[src/rtl/mem_arbiter_rr_if.sv]
// Port-side and memory-side bus of the frame-aware write arbiter.
// Handshake: a port raises i_en_port[k] together with its word (data, info,
// extra byte). It keeps the word and i_en_port[k] stable until the first cycle in
// which o_ack[k]=1. That cycle consumes the word. o_ack is combinational.
interface mem_arbiter_rr_if #(
  parameter int pPORT_NUM   = 3,
  parameter int pDATA_WIDTH = 32
);
  localparam int PW = $clog2(pPORT_NUM);

  logic [pPORT_NUM-1:0]             i_en_port;
  logic [pPORT_NUM*pDATA_WIDTH-1:0] i_data;
  logic [2*pPORT_NUM-1:0]           i_info;
  logic [2*pPORT_NUM-1:0]           i_extra_byte;
  logic [pPORT_NUM-1:0]             o_ack;
  logic [pDATA_WIDTH-1:0]           o_data;
  logic [PW-1:0]                    o_port_num;
  logic                             o_en_mem;
  logic [1:0]                       o_info_port;
  logic [1:0]                       o_extra_byte;
  logic                             o_abort;
  logic                             o_drop;
  // Debug view of the arbitration FSM: locked flag and current owner.
  logic                             dbg_locked;
  logic [PW-1:0]                    dbg_owner;

  modport master (
    output i_en_port, i_data, i_info, i_extra_byte,
    input  o_ack, o_data, o_port_num, o_en_mem, o_info_port, o_extra_byte,
           o_abort, o_drop, dbg_locked, dbg_owner
  );

  modport slave (
    input  i_en_port, i_data, i_info, i_extra_byte,
    output o_ack, o_data, o_port_num, o_en_mem, o_info_port, o_extra_byte,
           o_abort, o_drop, dbg_locked, dbg_owner
  );
endinterface

[src/rtl/mem_arbiter_rr.sv]
// Frame-aware round-robin write arbiter in front of the shared packet buffer.
// A port that wins with a start word owns the write path until its end word,
// so frames never interleave in the bank. Stalled owners are aborted after
// pTIMEOUT idle cycles; stray middle/end words seen while idle are dropped.
module mem_arbiter_rr #(
  parameter int pPORT_NUM   = 3,
  parameter int pDATA_WIDTH = 32,
  parameter int pTIMEOUT    = 64
) (
  input logic             i_clk,
  input logic             i_reset,
  mem_arbiter_rr_if.slave bus
);
  localparam int PW = $clog2(pPORT_NUM);
  localparam int TW = $clog2(pTIMEOUT);

  typedef enum logic {ST_IDLE = 1'b0, ST_LOCKED = 1'b1} state_t;

  state_t                 state_q, state_d;
  logic [PW-1:0]          owner_q, owner_d;
  logic [PW-1:0]          last_q, last_d;
  logic [TW-1:0]          tmo_q, tmo_d;

  logic [1:0]             info_a [pPORT_NUM];
  logic [1:0]             xb_a   [pPORT_NUM];
  logic [pDATA_WIDTH-1:0] data_a [pPORT_NUM];
  logic [pPORT_NUM-1:0]   start_v;
  logic [pPORT_NUM-1:0]   orphan_v;

  logic [pPORT_NUM-1:0]   ack_c;
  logic                   wr_c, drop_c, abort_c, found_c;
  logic [PW-1:0]          sel_c, win_c;
  logic [1:0]             info_c;
  int                     sum_c;

  // Per-port views of the flat buses; info bit 0 separates frame openers
  // (01 start, 11 single) from words that only make sense inside a frame.
  for (genvar g = 0; g < pPORT_NUM; g++) begin : g_port
    assign info_a[g]   = bus.i_info[2*g +: 2];
    assign xb_a[g]     = bus.i_extra_byte[2*g +: 2];
    assign data_a[g]   = bus.i_data[g*pDATA_WIDTH +: pDATA_WIDTH];
    assign start_v[g]  = bus.i_en_port[g] & info_a[g][0];
    assign orphan_v[g] = bus.i_en_port[g] & ~info_a[g][0];
  end

  // Next-state, grant and ack: rotating priority search while idle, owner-only while locked.
  always_comb begin
    state_d = state_q;
    owner_d = owner_q;
    last_d  = last_q;
    tmo_d   = tmo_q;
    ack_c   = '0;
    wr_c    = 1'b0;
    drop_c  = 1'b0;
    abort_c = 1'b0;
    found_c = 1'b0;
    win_c   = '0;
    sel_c   = owner_q;
    info_c  = 2'b00;
    sum_c   = 0;
    case (state_q)
      ST_IDLE: begin
        for (int k = 1; k <= pPORT_NUM; k++) begin
          sum_c = int'(last_q) + k;
          if (sum_c >= pPORT_NUM) sum_c = sum_c - pPORT_NUM;
          if (!found_c && start_v[PW'(sum_c)]) begin
            found_c = 1'b1;
            win_c   = PW'(sum_c);
          end
        end
        ack_c  = orphan_v;
        drop_c = |orphan_v;
        if (found_c) begin
          ack_c[win_c] = 1'b1;
          wr_c         = 1'b1;
          sel_c        = win_c;
          info_c       = info_a[win_c];
          last_d       = win_c;
          if (info_a[win_c] == 2'b01) begin
            state_d = ST_LOCKED;
            owner_d = win_c;
            tmo_d   = '0;
          end
        end
      end
      ST_LOCKED: begin
        if (bus.i_en_port[owner_q]) begin
          ack_c[owner_q] = 1'b1;
          wr_c           = 1'b1;
          sel_c          = owner_q;
          tmo_d          = '0;
          // A fresh start inside a frame closes the old frame as an end word.
          info_c = (info_a[owner_q] == 2'b01) ? 2'b10 : info_a[owner_q];
          if (info_a[owner_q] != 2'b00) state_d = ST_IDLE;
        end else if (tmo_q == TW'(pTIMEOUT - 1)) begin
          abort_c = 1'b1;
          tmo_d   = '0;
          state_d = ST_IDLE;
        end else begin
          tmo_d = tmo_q + TW'(1);
        end
      end
      default: state_d = ST_IDLE;
    endcase
  end

  // Arbitration state: FSM, owner, round-robin pointer, stall counter.
  always_ff @(posedge i_clk or negedge i_reset) begin
    if (!i_reset) begin
      state_q <= ST_IDLE;
      owner_q <= '0;
      last_q  <= PW'(pPORT_NUM - 1);
      tmo_q   <= '0;
    end else begin
      state_q <= state_d;
      owner_q <= owner_d;
      last_q  <= last_d;
      tmo_q   <= tmo_d;
    end
  end

  // Memory-side output register; data fields hold when nothing is written.
  always_ff @(posedge i_clk or negedge i_reset) begin
    if (!i_reset) begin
      bus.o_en_mem     <= 1'b0;
      bus.o_abort      <= 1'b0;
      bus.o_drop       <= 1'b0;
      bus.o_data       <= '0;
      bus.o_port_num   <= '0;
      bus.o_info_port  <= 2'b00;
      bus.o_extra_byte <= 2'b00;
    end else begin
      bus.o_en_mem <= wr_c;
      bus.o_abort  <= abort_c;
      bus.o_drop   <= drop_c;
      if (wr_c) begin
        bus.o_data       <= data_a[sel_c];
        bus.o_port_num   <= sel_c;
        bus.o_info_port  <= info_c;
        bus.o_extra_byte <= xb_a[sel_c];
      end
    end
  end

  // Acks are forced low while reset is held so no word is consumed then.
  assign bus.o_ack      = ack_c & {pPORT_NUM{i_reset}};
  assign bus.dbg_locked = (state_q == ST_LOCKED);
  assign bus.dbg_owner  = owner_q;
endmodule

[src/flat_wrapper.sv]
// flat-port wrapper written by rule: the top's interface ports become plain ports
module mem_arbiter_rr_flat 
#(
  parameter int pPORT_NUM   = 3,
  parameter int pDATA_WIDTH = 32,
  parameter int pTIMEOUT    = 64
)
  (i_clk, i_reset, bus_i_en_port, bus_i_data, bus_i_info, bus_i_extra_byte, bus_o_ack, bus_o_data, bus_o_port_num, bus_o_en_mem, bus_o_info_port, bus_o_extra_byte, bus_o_abort, bus_o_drop, bus_dbg_locked, bus_dbg_owner);
  mem_arbiter_rr_if #(.pPORT_NUM(pPORT_NUM), .pDATA_WIDTH(pDATA_WIDTH)) bus_i ();
  input logic i_clk;
  input logic i_reset;
  input wire logic [$bits(bus_i.i_en_port)-1:0] bus_i_en_port;
  input wire logic [$bits(bus_i.i_data)-1:0] bus_i_data;
  input wire logic [$bits(bus_i.i_info)-1:0] bus_i_info;
  input wire logic [$bits(bus_i.i_extra_byte)-1:0] bus_i_extra_byte;
  output wire logic [$bits(bus_i.o_ack)-1:0] bus_o_ack;
  output wire logic [$bits(bus_i.o_data)-1:0] bus_o_data;
  output wire logic [$bits(bus_i.o_port_num)-1:0] bus_o_port_num;
  output wire logic [$bits(bus_i.o_en_mem)-1:0] bus_o_en_mem;
  output wire logic [$bits(bus_i.o_info_port)-1:0] bus_o_info_port;
  output wire logic [$bits(bus_i.o_extra_byte)-1:0] bus_o_extra_byte;
  output wire logic [$bits(bus_i.o_abort)-1:0] bus_o_abort;
  output wire logic [$bits(bus_i.o_drop)-1:0] bus_o_drop;
  output wire logic [$bits(bus_i.dbg_locked)-1:0] bus_dbg_locked;
  output wire logic [$bits(bus_i.dbg_owner)-1:0] bus_dbg_owner;
  assign bus_i.i_en_port = bus_i_en_port;
  assign bus_i.i_data = bus_i_data;
  assign bus_i.i_info = bus_i_info;
  assign bus_i.i_extra_byte = bus_i_extra_byte;
  assign bus_o_ack = bus_i.o_ack;
  assign bus_o_data = bus_i.o_data;
  assign bus_o_port_num = bus_i.o_port_num;
  assign bus_o_en_mem = bus_i.o_en_mem;
  assign bus_o_info_port = bus_i.o_info_port;
  assign bus_o_extra_byte = bus_i.o_extra_byte;
  assign bus_o_abort = bus_i.o_abort;
  assign bus_o_drop = bus_i.o_drop;
  assign bus_dbg_locked = bus_i.dbg_locked;
  assign bus_dbg_owner = bus_i.dbg_owner;
  mem_arbiter_rr #(.pPORT_NUM(pPORT_NUM), .pDATA_WIDTH(pDATA_WIDTH), .pTIMEOUT(pTIMEOUT)) u_core (.i_clk(i_clk), .i_reset(i_reset), .bus(bus_i));
endmodule
[config.mk]
export PLATFORM = sky130hd
export DESIGN_NAME = mem_arbiter_rr_flat
export DESIGN_NICKNAME = d
export VERILOG_FILES = /design/src/rtl/mem_arbiter_rr_if.sv /design/src/rtl/mem_arbiter_rr.sv /design/src/flat_wrapper.sv
export SDC_FILE = /design/constraint.sdc
export NUM_CORES = 1
export LEC_CHECK = 0
export ABC_AREA = 1
export CAP_MARGIN = 40
export CORE_UTILIZATION = 46
export DETAILED_ROUTE_END_ITERATION = 6
export GPL_ROUTABILITY_DRIVEN = 0
export PLACE_DENSITY_LB_ADDON = 0.12
export SLEW_MARGIN = 20
export SYNTH_ARGS = -nofsm -noshare
export SYNTH_HDL_FRONTEND = slang
export SYNTH_SLANG_ARGS = --single-unit
[constraint.sdc]
create_clock -name i_clk -period 3.87 [get_ports i_clk]
set_input_delay 0.5805 -clock i_clk [delete_from_list [all_inputs] [get_ports i_clk]]
set_output_delay 0.5805 -clock i_clk [all_outputs]
set_load 0.05 [all_outputs]
Yosys cells after proc, flatten, opt, wreduce, memory -nomap -nowiden
Cells that the tools add are included.

Logic and storage cells: 132. Register bits after elaboration: 52. Output and inout port bits: 47.

Reductions and logical operators: 11. Bitwise logic cells: 15. Equality and inequality tests: 5. Order comparisons: 13. Multiplexer cells: 70. Add/subtract/negate cells: 7.

Operator list (count): binary-select mux 32 bit (select 2 bit) (1); two-way mux 32 bit (2); two-way mux 2 bit (20); two-way mux 1 bit (26); two-way mux 6 bit (4); binary-select mux 2 bit (select 2 bit) (3); less-than comparator 2 x 4 -> 1 bit, second input constant (3); one-hot mux 6 bit (2 select lines) (1); greater-or-equal comparator 3 x 2 -> 1 bit, second input constant (3); greater-or-equal comparator 3 bit, second input constant (3); inverter 2 -> 3 bit (3); binary-select mux 1 bit (select 2 bit) (4); one-hot mux 2 bit (2 select lines) (2); adder 2 x 2 -> 3 bit, second input constant (2); adder 6 x 1 -> 6 bit, second input constant (1); AND 1 bit (6); == test 6 bit, second input constant (1); less-than comparator 2 x 3 -> 1 bit, second input constant (2); two-way mux 3 bit (2); one-hot mux 3 bit (2 select lines) (1); subtractor 2 x 1 -> 2 bit, second input constant (3); demux 1 bit (select 2 bit) (2); == test 2 x 1 -> 1 bit, second input constant (2); greater-or-equal comparator 2 x 1 -> 1 bit, second input constant (2); 12 further kinds (22).

Longest topological paths before layout
Gate-level depths: netlist of run 1.

Depth after elaboration: 25. Mapped depth: 18. Gate-level depth less buffers: 17.

Worst setup path before layout of run 1
No wires, ideal clock.

Kind: register to output. From: register u_core.last_q[1]. To: output port bus_o_ack[1]. Arrival: 2.859 ns. Stages on the path, launching flop included: 13. Setup slack: 0.430 ns. Required time: 3.289 ns. Cell sequence: dfstp_2 inv_1 ha_1 inv_2 nand3_2 nand3_1 nand2_2 nand3_1 nand3_1 nand2_1 nand2_1 nor2_1 a211oi_1.

Cells in the longest elaborated chain, start to end: 25.

RTL lines: from (decl) (line mem_arbiter_rr.sv:21) `logic [PW-1:0] last_q, last_d;`; from (signal assigned) (line mem_arbiter_rr.sv:112) `last_q <= PW'(pPORT_NUM - 1);`; from (signal assigned) (line mem_arbiter_rr.sv:117) `last_q <= last_d;`; adder 2 x 1 -> 3 bit (line mem_arbiter_rr.sv:64) `sum_c = int'(last_q) + k;`; greater-or-equal comparator 3 x 2 -> 1 bit / subtractor 2 x 1 -> 2 bit (equally long branches) (line mem_arbiter_rr.sv:65) `if (sum_c >= pPORT_NUM) sum_c = sum_c - pPORT_NUM;`; two-way mux 2 bit (line mem_arbiter_rr.sv:65); two-way mux 2 bit (line mem_arbiter_rr.sv:61) `case (state_q)`; binary-select mux 1 bit (select 2 bit) (line mem_arbiter_rr.sv:66) `if (!found_c && start_v[PW'(sum_c)]) begin`; two-way mux 1 bit (implied by the code) (2 in series) (line mem_arbiter_rr.sv:66); two-way mux 1 bit (line mem_arbiter_rr.sv:66); two-way mux 1 bit (line mem_arbiter_rr.sv:61); [8 not listed]; less-than comparator 2 x 3 -> 1 bit (implied by the code) / greater-or-equal comparator 2 x 1 -> 1 bit (equally long branches) (line mem_arbiter_rr.sv:74) `ack_c[win_c] = 1'b1;`; logical AND 1 bit (implied by the code) (line mem_arbiter_rr.sv:74); two-way mux 1 bit (implied by the code) (line mem_arbiter_rr.sv:74); demux 1 bit (select 2 bit); bitwise OR 3 bit (no source line); two-way mux 3 bit * (line mem_arbiter_rr.sv:73) `if (found_c) begin`; one-hot mux 3 bit (2 select lines) * (line mem_arbiter_rr.sv:61); AND 3 bit * (line mem_arbiter_rr.sv:146) `assign bus.o_ack = ack_c & {pPORT_NUM{i_reset}};`; to (decl) (line flat_wrapper.sv:16) `output wire logic [$bits(bus_i.o_ack)-1:0] bus_o_ack;`.

Mark *: on every way between the ends. The rest lies on a longest branch, timed or not. The select of a mux whose other input is x is not followed.

Final worst setup path of run 1
From: register u_core.last_q[1]. To: output port bus_o_ack[0].

Same word-level chain as after synthesis.

==> impl_metrics.ini, run 1 <==
[route]
drc = 0
num_vias = 3917
drt_iter0_markers = 159
wl_per_cell_um = 13.77
wl_um = 10550
drt_first_pass_iters = 7
vias_per_cell = 5.114
ant_nets = 0

[sta]
setup_viol = 0
fin_skew_ns = 0.004610
min_period_ns = 3.355
rsz0062_at_grt = false
maxSlewHeadroom_pct = 52.75
hold_viol = 0
final-max-slew-violation-count = 0
setup_tns_ns = 0
post-route-period-util_pct = 86.70
fmax_ghz = 0.2981
worst_pin_slew_ns = 0.7079

[global_route]
grt_pass1_vias = 3798
grt_max_degree = 53
overflow = 0
track_usage_pct = 26.39
antenna_found_initial = 0
grt_pass1_wl_um = 17620

[clocking]
cts_tree = done
clk_pin_slew_ns = 0.09
hold_buffers = 0
clock_latency_ns = 0.30
numCtsBuffers = 5
clk_path_buf_depth = 2
ctsHtreeMaxLevel = 2
cts-root-buf = clkbuf_8
cts_sinks = 52

[synthesis]
yosys.area.top_type = dfrtp_1
seq_area_frac_synth_pct = 36.01
synth-seq-cells = 52
postSynthCellCount = 520
synth_enable_flop_cells = 0
synth_cell_types = 33
syn-num-nets = 637
synth_flop_cell = dfrtp_1
postSynthAreaPerCell_um2 = 6.956
yosysWarnings = 0
synth_top_area_share_pct = 35.28
synth_area_um2 = 3617
synthArstFlopShare_pct = 100.0
synth.area.top_cells = dfrtp_1, nand2_1, nand3_1

[setup_path]
cp_slowest_cell = dfstp_2
cp_data_required_time_ns = 3.29
crit_path_cell_trace = inv_1, ha_1, inv_2, nand3_1, nand3_1, nand2_1, nand2_1, nor2_1, nand2_1, nand2_1, nand3_1, nand3_1, o21ai_0, nor2_1, buf_4
max_stage_delay_ns = 0.54
arrival_ns = 2.77
cp_max_fo = 7
critPathTopFamily = simple AND/OR/NAND/NOR gates
path_class = reg -> out
critPathBufInv = 3
critPathLaunchType = register
critPathCaptureType = primary output

[status]
outcome = finished, final reports clean

[pwr]
power_mw = 4.607
powerDensity_nw_per_um2 = 873.3
peakVddDrop_mv = 0.5136
p_leak_nw = 2.600

[worst_hold_path]
hp-class = in -> async

[die]
initial_core_util_pct = 48.83
dieArea_um2 = 8222
rows = 31
die_w_um = 90.68
ioPinCount = 160
coreArea_um2 = 7408
die_h_um = 90.68

[job]
drv_cap = 0

[final_layout]
antenna_cells = 0
stdcell_count = 766
layout-drive-gt1-share_pct = 6.897
area.growth.synth_to_final_pct = 45.83
final_nets = 784

[placed_design]
dp_cells = 759
hpwl_um = 7953
io_buffers = 159
==> metrics by stage <==
step,area (µm²),hold WS [ns],setup WS [ns],util (%)
2_1_floorplan,3617,0.2849,0.4305,-
3_3_place_gp,5195,0.4628,0.3920,70.12
3_5_place_dp,5195,0.4645,0.3159,70.12
4_1_cts,5273,0.4323,0.1394,71.17
5_1_grt,5275,0.4752,0.3009,71.20
6_report,5275,0.4094,0.5149,71.20
==> cells in the final DEF (no fill, tap or decap), types with 3 or more instances in the layout <==
cell / count
a21oi_1: 3
buf_4: 6
clkbuf_8: 5
clkdlybuf4s50_1: 155
dfrtp_1: 51
ha_1: 4
inv_1: 77
nand2_1: 169
nand2_2: 5
nand3_1: 76
nand3b_1: 15
nand4_1: 24
nor2_1: 28
o211ai_2: 11
o21ai_0: 10
==> power breakdown <==
part	internal [mW]	switching [mW]	total [mW]
sequential	0.808	0.143	0.951
combinational	1.08	2.29	3.37
clock	0.123	0.164	0.288
==> worst paths after layout <==
kind / to / slack [ns] / from / depth (start not counted)
max in group asynchronous: u_core.bus.o_info_port[0] / 3.04 / i_reset / 2
min in group i_clk: u_core.bus.o_data[25] / 0.49 / u_core.bus.o_data[25] / 2
worst min-delay path: u_core.bus.o_data[13] / 0.41 / i_reset / 2
worst max register to register: u_core.bus.o_data[26] / 0.84 / u_core.last_q[1] / 13
worst min register to register: u_core.bus.o_data[25] / 0.49 / u_core.bus.o_data[25] / 2
worst max-delay path: bus_o_ack[0] / 0.51 / u_core.last_q[1] / 15
==> per-layer routing <==
metal | routed length [µm] | up-vias | GRT usage [%]
li1 | - | 1955 | -
met3 | 805 | 26 | 5.135
met1 | 4408 | 1770 | 32.73
met5 | 0 | - | 0
met4 | 291 | 0 | 10.08
met2 | 5045 | 166 | 45.14
==> cells in the mapped netlist, types with 3 or more instances <==
master    count
nand2_2       5
buf_2        10
a21oi_1       3
dfrtp_1      51
nand2_1     169
ha_1          4
nand3b_1     15
clkbuf_1      3
o21ai_0      10
o211ai_2     11
nand3_1      76
buf_6         9
inv_1        77
nor2_1       28
nand4_1      24
==> flip-flops by register name, summed over array words and instances, names as in the netlist <==
register / cells
u_core.bus.o_port_num: 2
u_core.bus.o_extra_byte: 2
u_core.bus.o_abort: 1
u_core.bus.o_data: 32
u_core.bus.dbg_locked: 1
u_core.bus.o_en_mem: 1
u_core.bus.dbg_owner: 2
u_core.bus.o_info_port: 2
u_core.last_q: 2
u_core.bus.o_drop: 1
u_core.tmo_q: 6
==> final cells by class <==
cell class	instances	area (µm²)
inverters	81	309.0
clock buffers	6	72.57
clock inverters	1	5.005
well taps	99	123.9
fillers	609	2133
repair buffers	164	1634
flip-flops and latches	52	1303
multi-input cells	363	1828
==> what timing repair did <==
| action | CTS | global route |
|---|---|---|
| endpoints found under the setup margin | 0 | 1 |
| setup buffers | 0 | 0 |
| gates resized for setup | 0 | 1 |
==> logic make-up after synthesis <==
kind of cell    after synthesis  synth area share, %
compound gates               30                6.780
flops                        52                36.01
buf+inv                     105                13.46
fa+ha+maj                     4                1.384
simple gates                329                42.37
Power figures use the tool's default switching activity.
==> run 2: changes to the inputs <==
- clock period: 3.87 -> 3.93 ns (I/O delays scaled with it)
==> run 2 against run 1 <==
Net effect:
- core utilization rose by 0.14 points
- final area rose by 0.19%
- register-to-register slack improved by 0.02 ns
- clock skew rose by 0.0048 ns
- total power fell by 0.92%
- flip-flop and latch count did not move
- die area did not move
- critical path type unchanged
- largest power group unchanged
==> impl_metrics.ini, run 2 (synthesis results as in run 1) <==
[setup_path]
critPathLaunchType = register
ff2ff_path_depth = 16
cp_slowest_cell = dfstp_2
cp_data_required_time_ns = 3.34
crit_path_cell_trace = inv_1, ha_1, nand3_1, nand2_1, nand2_2, nand2_1, nor2_1, nand2_1, nand2_1, nand2_1, nor2_1, a211oi_1, dlymetal6s2s_1
r2r-start = u_core.last_q[1]
worst-path-stages = 13
arrival_ns = 2.87
critPathCaptureType = primary output
max_stage_delay_ns = 0.54
rr_endpoint = u_core.bus.o_data[6]
critPathBufInv = 2
r2r_slack_ns = 0.86
crit_top_cell = nand2_1
cp_max_fo = 7
critPathTopFamily = simple AND/OR/NAND/NOR gates
path_class = reg -> out

[route]
drt_first_pass_iters = 7
wl_per_cell_um = 13.96
ant_nets = 0
drt_iter0_markers = 185
wl_um = 10700
num_vias = 3944
drc = 0
vias_per_cell = 5.149

[die]
die_w_um = 90.68
die_h_um = 90.68
rows = 31
ioPinCount = 160
dieArea_um2 = 8222
initial_core_util_pct = 48.83
coreArea_um2 = 7408

[final_layout]
final_cell_mix = nand2_1, clkdlybuf4s50_1, inv_1, nand3_1, dfrtp_1
regArea_um2 = 1303
largest_reg_flops = 32
multi_input_area_um2 = 1828
area.growth.synth_to_final_pct = 46.11
nFillCells = 608
layout-drive-gt1-share_pct = 6.597
antenna_cells = 0
regMostFlops = u_core.bus.o_data
reg.largest.list = u_core.bus.o_data (32), u_core.tmo_q (6)
final_nets = 783
final_common_cell = nand2_1

[clocking]
ctsHtreeMaxLevel = 2
cts-root-buf = clkbuf_8
cts_tree = done
clock_latency_ns = 0.30
numCtsBuffers = 5
clk_path_buf_depth = 2
cts_sinks = 52
hold_buffers = 0
postCtsSetupRepairBufs = 0
clk_pin_slew_ns = 0.09

[global_route]
antenna_found_initial = 0
grt_use_met1_pct = 32.41
track_usage_pct = 26.15
globalRouteMet3Util_pct = 5.135
grt_pass1_wl_um = 17600
grt_pass1_vias = 3778
overflow = 0
grt_max_degree = 57
busiest_layer = met2
grt_util_met2_pct = 46.09

[status]
outcome = finished, final reports clean

[sta]
post-route-period-util_pct = 88.10
maxSlewHeadroom_pct = 49.35
setup_viol = 0
min_period_ns = 3.462
rsz0062_at_grt = false
setup_tns_ns = 0
final-max-slew-violation-count = 0
worst_pin_slew_ns = 0.7590
fin_skew_ns = 0.009397
hold_viol = 0
timing.hold.ws_ns = 0.4245
fmax_ghz = 0.2888

[placed_design]
io_buffers = 159
hpwl_um = 7996

[pwr]
power_mw = 4.564
powerDensity_nw_per_um2 = 863.6
peakVddDrop_mv = 0.5175
p_leak_nw = 2.614

[worst_hold_path]
hp-class = in -> async

[job]
drv_cap = 0
==> run 2: cell types whose count changed in the layout (fill, tap and decap cells not counted), sizes merged <==
cell / before / now
clkinv: 1 / 0
clkbuf: 6 / 8
dlymetal6s2s: 1 / 2
buf: 8 / 6
==> run 2: timing repair <==
| action | in CTS | in global routing |
|---|---|---|
| setup endpoints to repair | 0 | 2 |
| gates resized for setup | 0 | 2 |
| endpoints found under the hold margin | 0 | 0 |
==> run 2: worst max path at each step <==
stage                                start      endpoint  slack (ns)
after detailed placement  bus_i_en_port[2]  bus_o_ack[1]        0.27
after global placement    bus_i_en_port[2]  bus_o_ack[1]        0.36
final                     u_core.last_q[1]  bus_o_ack[1]        0.47
after global routing      u_core.last_q[1]  bus_o_ack[1]        0.21
after floorplan           u_core.last_q[1]  bus_o_ack[1]        0.48
after CTS                 u_core.last_q[1]  bus_o_ack[1]        0.09
==> run 2: layer usage <==
layer / vias up / routed length [µm]
li1: 1952 / -
met1: 1794 / 4442
met2: 188 / 5295
met3: 10 / 810
met4: 0 / 148
met5: - / 0
==> run 2: power breakdown <==
part           internal, mW  switching, mW  leakage, nW
Sequential            0.795          0.136        0.645
Combinational          1.06           2.27         1.92
Clock                 0.144          0.165       0.0455
Total                  1.99           2.57         2.61
==> run 2: layout make-up <==
class                   instances  area share (%)
clock buffers                   8           1.705
well taps                      99           2.344
repair buffers                163           30.87
inverters                      81           5.848
flip-flops and latches         52           24.64
multi-input cells             363           34.59
==> run 2: stage by stage <==
stage / util, % / setup WS [ns] / cell area, µm² / std cells
after floorplan: - / 0.4815 / 3617 / 520
after CTS: 71.27 / 0.08638 / 5280 / 766
after global routing: 71.34 / 0.2061 / 5285 / 766
after detailed placement: 70.06 / 0.2684 / 5190 / 758
after global placement: 70.06 / 0.3585 / 5190 / 758
final: 71.34 / 0.4678 / 5285 / 766
==> run 2: worst reg2reg max path, stage by stage (launching register included) <==
cell and delay, ns:
dfstp_2 0.54, inv_1 0.07, ha_1 0.42, nand3_1 0.18, nand2_1 0.13, nand2_2 0.11, nand3_2 0.12, nand2_2 0.10
inv_4 0.14, nand3_4 0.34, nand2_2 0.20, buf_12 0.27, nand2_1 0.11, nand3_1 0.08, nand2_1 0.05, nand2_1 0.05
nand2_1 0.05
==> edit 1: new RTL, flow settings as in run 2 <==
`pTIMEOUT` is set to 64 in 2 places; all go to 32.
--- a/src/rtl/mem_arbiter_rr.sv
+++ b/src/rtl/mem_arbiter_rr.sv
@@ -5,7 +5,7 @@
 module mem_arbiter_rr #(
   parameter int pPORT_NUM   = 3,
   parameter int pDATA_WIDTH = 32,
-  parameter int pTIMEOUT    = 64
+  parameter int pTIMEOUT    = 32
 ) (
   input logic             i_clk,
   input logic             i_reset,
--- a/src/flat_wrapper.sv
+++ b/src/flat_wrapper.sv
@@ -3,7 +3,7 @@
 #(
   parameter int pPORT_NUM   = 3,
   parameter int pDATA_WIDTH = 32,
-  parameter int pTIMEOUT    = 64
+  parameter int pTIMEOUT    = 32
 )
   (i_clk, i_reset, bus_i_en_port, bus_i_data, bus_i_info, bus_i_extra_byte, bus_o_ack, bus_o_data, bus_o_port_num, bus_o_en_mem, bus_o_info_port, bus_o_extra_byte, bus_o_abort, bus_o_drop, bus_dbg_locked, bus_dbg_owner);
   mem_arbiter_rr_if #(.pPORT_NUM(pPORT_NUM), .pDATA_WIDTH(pDATA_WIDTH)) bus_i ();
Formal check against the unedited RTL: same outputs for any inputs over 4 cycles, from zero or initial values and one cycle with i_reset low; that may be too few to reach the edited logic, so the function may still have changed.
==> edit 1 against run 2 <==
- final area up 2.3%
- die area up 2.0%
- first-iteration DRC count increased by 6.5%
- worst setup slack improved by 0.052 ns
- area after synthesis increased by 2.1%
- sequential cell count fell by 1
- combinational power up 14%
- clock skew grew 0.0012 ns
- wire length down 3.2%
- clock power rose by 17%
- synthesized cell count grew 5.6%
- non-clock buffer count is 1 higher
- power is 11% higher
- final cell count increased by 3.7%
==> edit 1: results (changes against run 2) <==
| Metric | Value |
|---|---|
| WP data arrival | `2.82 ns (-0.05 ns)` |
| Inverters | `88 (+8.6%)` |
| DR vias | `3975 (+0.79%)` |
| First-pass GRT wire length | `17100 um (-2.9%)` |
| CP max FO | `6 (-1)` |
| TritonRoute pass-1 iters | `5 (-2)` |
| Register area share after synthesis | `34.6% (-1.4 points)` |
| P&R area growth vs syn | `46.4%` |
| Clk_skew | `0.0106 ns (+0.00119 ns)` |
| Outcome | `finished, final reports clean` |
| Setup crit end | `bus_o_ack[2]` |
| Fraction of area in registers | `23.6% (-1.0 points)` |
| Layout cells sized above 1 | `7.80% (+1.2 points)` |
| DP Wirelength | `7710 um (-3.5%)` |
| Pint | `2.23 mW (+12%)` |
| Clk root buf | `clkbuf_8` |
| Non-clock buffer share of cell area | `30.3% (-0.55 points)` |
| Lkg Pwr | `2.73 nW (+4.6%)` |
| Synth Instances | `549 (+5.6%)` |
| Netlist cell types | `35 (+6.1%)` |
| Fmax achieved | `0.293 GHz (+1.5%)` |
| Min-Delay Path Class | `in -> async` |
| Vias in the first global route | `3725 (-1.4%)` |
| Clock-cell share | `1.97% (+0.26 points)` |
| Final #Nets | `810 (+3.4%)` |
| R2R setup slack | `0.82 ns (-0.04 ns)` |
| Post-synthesis net count | `667 (+4.7%)` |
| Synth warn | `0 (unchanged)` |
| Pre-CTS setup slack | `0.318 ns (+0.0497 ns)` |
| Post-synthesis xor/xnor area fraction | `0.474% (+0.47 points)` |
| Fraction of area in multi-input gates | `35.6% (+0.98 points)` |
| Largest regs | `u_core.bus.o_data: 32 flops, u_core.tmo_q: 5 flops` |
| Multi-input gates | `382 (+5.2%)` |
| Logic power comb | `3.77 mW (+14%)` |
| Multi-input combinational cell area | `1920 um^2 (+5.2%)` |
| Worst R2R Path Depth | `13 (-3)` |
| Drt via density | `5.01 (-2.8%)` |
| Slew headroom | `54.8% (+5.4 points)` |
| Clk sinks | `51 (-1.9%)` |
| Combinational power share | `74.2% (+1.4 points)` |
| Hold WS | `0.415 ns (-0.00902 ns)` |
| Reg2reg end | `u_core.bus.o_data[30]` |
| Synth Area in Adders | `1.69% (+0.31 points)` |
| Critical path's top delay family | `buffers and inverters` |
| Complex-gate fraction of the synthesized area | `10.5% (+3.7 points)` |
| Commonest cells post-synth | `nand2_1 (136), inv_1 (80), nor2_1 (67)` |
| VDD IR max | `0.712 mV (+38%)` |
| Placed Area | `5300 um^2 (+2.0%)` |
| Synth top area cells | `dfrtp_1 (34%), nand2_1 (14%), nand3_1 (8.9%)` |
| Largest net degree at the start of global routing | `52 (-8.8%)` |
| DRT iter0 DRCs | `197 (+6.5%)` |
| Seq group | `0.949 mW (+2%)` |
| DP Cell Count | `787 (+3.8%)` |
-- edit 1: cell types whose count changed in the layout (fill, tap and decap cells not counted), moves of 10 or more --
cell / before / now
a21oi_1: 3 / 24
a21oi_2: 0 / 10
nand2_1: 169 / 136
nand3_1: 76 / 66
nand3_2: 2 / 14
nand4_1: 24 / 1
nor2_1: 28 / 67
o211ai_1: 0 / 15
o211ai_2: 11 / 0
-- edit 1: worst reg2reg max path, delay by kind of cell (launching register included) --
kind | cells | cell delay [ns]
buffers and inverters | 3 | 0.61
adder cells (fa/ha/maj) | 1 | 0.37
AO/OA/AOI/OAI | 1 | 0.16
AND/OR/NAND/NOR | 8 | 1.36
flip-flops | 1 | 0.54
-- edit 1: metal layers --
| layer | part of all wire [%] | track usage [%] | up-vias |
|---|---|---|---|
| met5 | 0 | 0 | - |
| met4 | 0.69 | 4.89 | 0 |
| met3 | 7.7 | 6.45 | 8 |
| met2 | 50 | 45.4 | 136 |
| met1 | 41 | 30.4 | 1819 |
| li1 | - | - | 2012 |
==> edit 2: new RTL, flow settings as in run 2 <==
Made on the original files. Reset style: synchronous (`i_reset`), changed in 2 clocked blocks.
--- a/src/rtl/mem_arbiter_rr.sv
+++ b/src/rtl/mem_arbiter_rr.sv
@@ -105,7 +105,7 @@
   end
 
   // Arbitration state: FSM, owner, round-robin pointer, stall counter.
-  always_ff @(posedge i_clk or negedge i_reset) begin
+  always_ff @(posedge i_clk) begin
     if (!i_reset) begin
       state_q <= ST_IDLE;
       owner_q <= '0;
@@ -120,7 +120,7 @@
   end
 
   // Memory-side output register; data fields hold when nothing is written.
-  always_ff @(posedge i_clk or negedge i_reset) begin
+  always_ff @(posedge i_clk) begin
     if (!i_reset) begin
       bus.o_en_mem     <= 1'b0;
       bus.o_abort      <= 1'b0;
Formal check against the unedited RTL: differs if i_reset is asserted again (counterexample within 4 cycles, from zero or initial values and one cycle with i_reset low); with i_reset held inactive, the same outputs for 4 cycles.
==> edit 2 against run 2 <==
- power grew 6.4%
- wire length up 1.4%
- largest cell class unchanged
- area after synthesis shrank 6.0%
- clock power up 14%
- sequential cell count is the same
- worst setup slack improved by 0.034 ns
- final area is 3.6% lower
- combinational power increased by 11%
==> edit 2: results (changes against run 2) <==
| Metric | Value |
|---|---|
| First-pass GRT wire length | `17200 um (-2.3%)` |
| Post-Route WL | `10900 um (+1.4%)` |
| Final #Nets | `820 (+4.7%)` |
| Netlist cell types | `32 (-3.0%)` |
| Commonest cells post-synth | `nand2_1 (187), nor2_1 (89), nand3_1 (80)` |
| CP max FO | `10 (+3)` |
| Clk_skew | `0.0122 ns (+0.00283 ns)` |
| Post-synth top area share | `30.6% (-4.7 points)` |
| Register area share after synthesis | `30.6% (-5.4 points)` |
| # fillers | `592 (-2.6%)` |
| Synth top area cells | `dfxtp_1 (31%), nand2_1 (21%), nand3_1 (12%)` |
| Total GRT Usage | `28.0% (+1.9 points)` |
| Outcome | `finished, final reports clean` |
| DP Cell Count | `792 (+4.5%)` |
| DP Wirelength | `7920 um (-0.95%)` |
| Vias in the first global route | `3903 (+3.3%)` |
| VDD IR max | `0.528 mV (+1.9%)` |
| Worst slew pin tran | `0.658 ns (-0.101 ns)` |
| DRT iter0 DRCs | `199 (+7.6%)` |
| Min-Delay Path Class | `reg -> reg` |
| Async S/R FF share, synth | `0% (-100 points)` |
| Lkg Pwr | `2.37 nW (-9.4%)` |
| Drt via density | `5.21 (+1.1%)` |
| Layout cells sized above 1 | `4.99% (-1.6 points)` |
| WP data arrival | `2.84 ns (-0.03 ns)` |
| DR WL/cell | `13.6 um (-2.6%)` |
| Largest net degree at the start of global routing | `57 (unchanged)` |
| Number of I/O port buffers | `159 (unchanged)` |
| TritonRoute pass-1 iters | `5 (-2)` |
| R2R setup slack | `0.63 ns (-0.23 ns)` |
| ANT cells | `0 (unchanged)` |
[edit 2: changes by cell type in the layout (fill, tap and decap cells not counted), moves of 11 or more]
| cell | change |
|---|---|
| dfrtp_1 | -51 |
| dfxtp_1 | +52 |
| inv_1 | -50 |
| nand2_1 | +17 |
| nand4_1 | -20 |
| nor2_1 | +61 |
| o211ai_2 | -11 |
| o21ai_0 | +13 |
[edit 2: worst max-delay path, cell delays in order, from the launching register on]
cell and delay [ns]:
dfxtp_1 0.45, inv_1 0.13, ha_1 0.48, inv_2 0.11, nand3_1 0.08, nand3_1 0.09
nand2_2 0.11, nand3_1 0.12, nand3_1 0.15, nand2_1 0.11, inv_1 0.10, nor3_1 0.06
a211oi_1 0.37, buf_12 0.20
[edit 2: metrics by stage]
| step | hold slack [ns] | worst slack [ns] | cell area [um^2] |
|---|---|---|---|
| after floorplan | 0.454 | 0.508 | 3400 |
| after global placement | 0.453 | 0.670 | 5000 |
| after detailed placement | 0.459 | 0.565 | 5000 |
| after CTS | 0.473 | 0.530 | 5100 |
| after global routing | 0.511 | 0.248 | 5100 |
| final | 0.472 | 0.502 | 5100 |
[edit 2: path summary, 6_finish.rpt]
| path | from | end | cells after the start |
|---|---|---|---|
| max reg2reg | u_core.last_q[0] | u_core.bus.o_data[2] | 16 |
| min | u_core.bus.o_port_num[1] | u_core.bus.o_port_num[1] | 2 |
| max | u_core.last_q[0] | bus_o_ack[2] | 13 |
| min reg2reg | u_core.bus.o_port_num[1] | u_core.bus.o_port_num[1] | 2 |
[edit 2: per-layer routing]
layer | up-vias | track usage, % | share of wire [%]
met1 | 1847 | 31.9 | 39
met5 | - | 0 | 0
met3 | 28 | 6.50 | 8.6
met2 | 197 | 51.4 | 50
met4 | 0 | 8.79 | 2.4
li1 | 2084 | - | -
[edit 2: area by class of cell]
type	instances	area share [%]
multi-input cells	445	40.1
inverters	36	2.75
clock buffers	5	1.35
well taps	96	2.36
repair buffers	163	32.4
flip-flops and latches	52	20.4
clock inverters	1	0.589
[edit 2: kinds of logic after synthesis]
family                   share of synthesized area [%]
flip-flops                                        30.6
AO/OA/AOI/OAI                                     8.09
buffers and inverters                             9.35
AND/OR/NAND/NOR                                   50.2
adder cells (fa/ha/maj)                           1.47
XOR/XNOR                                         0.258
[edit 2: power breakdown]
part	internal [mW]	leakage (nW)	switching, mW
Combinational	1.16	1.89	2.52
Sequential	0.716	0.429	0.107
Clock	0.183	0.0501	0.170
Total	2.06	2.37	2.80
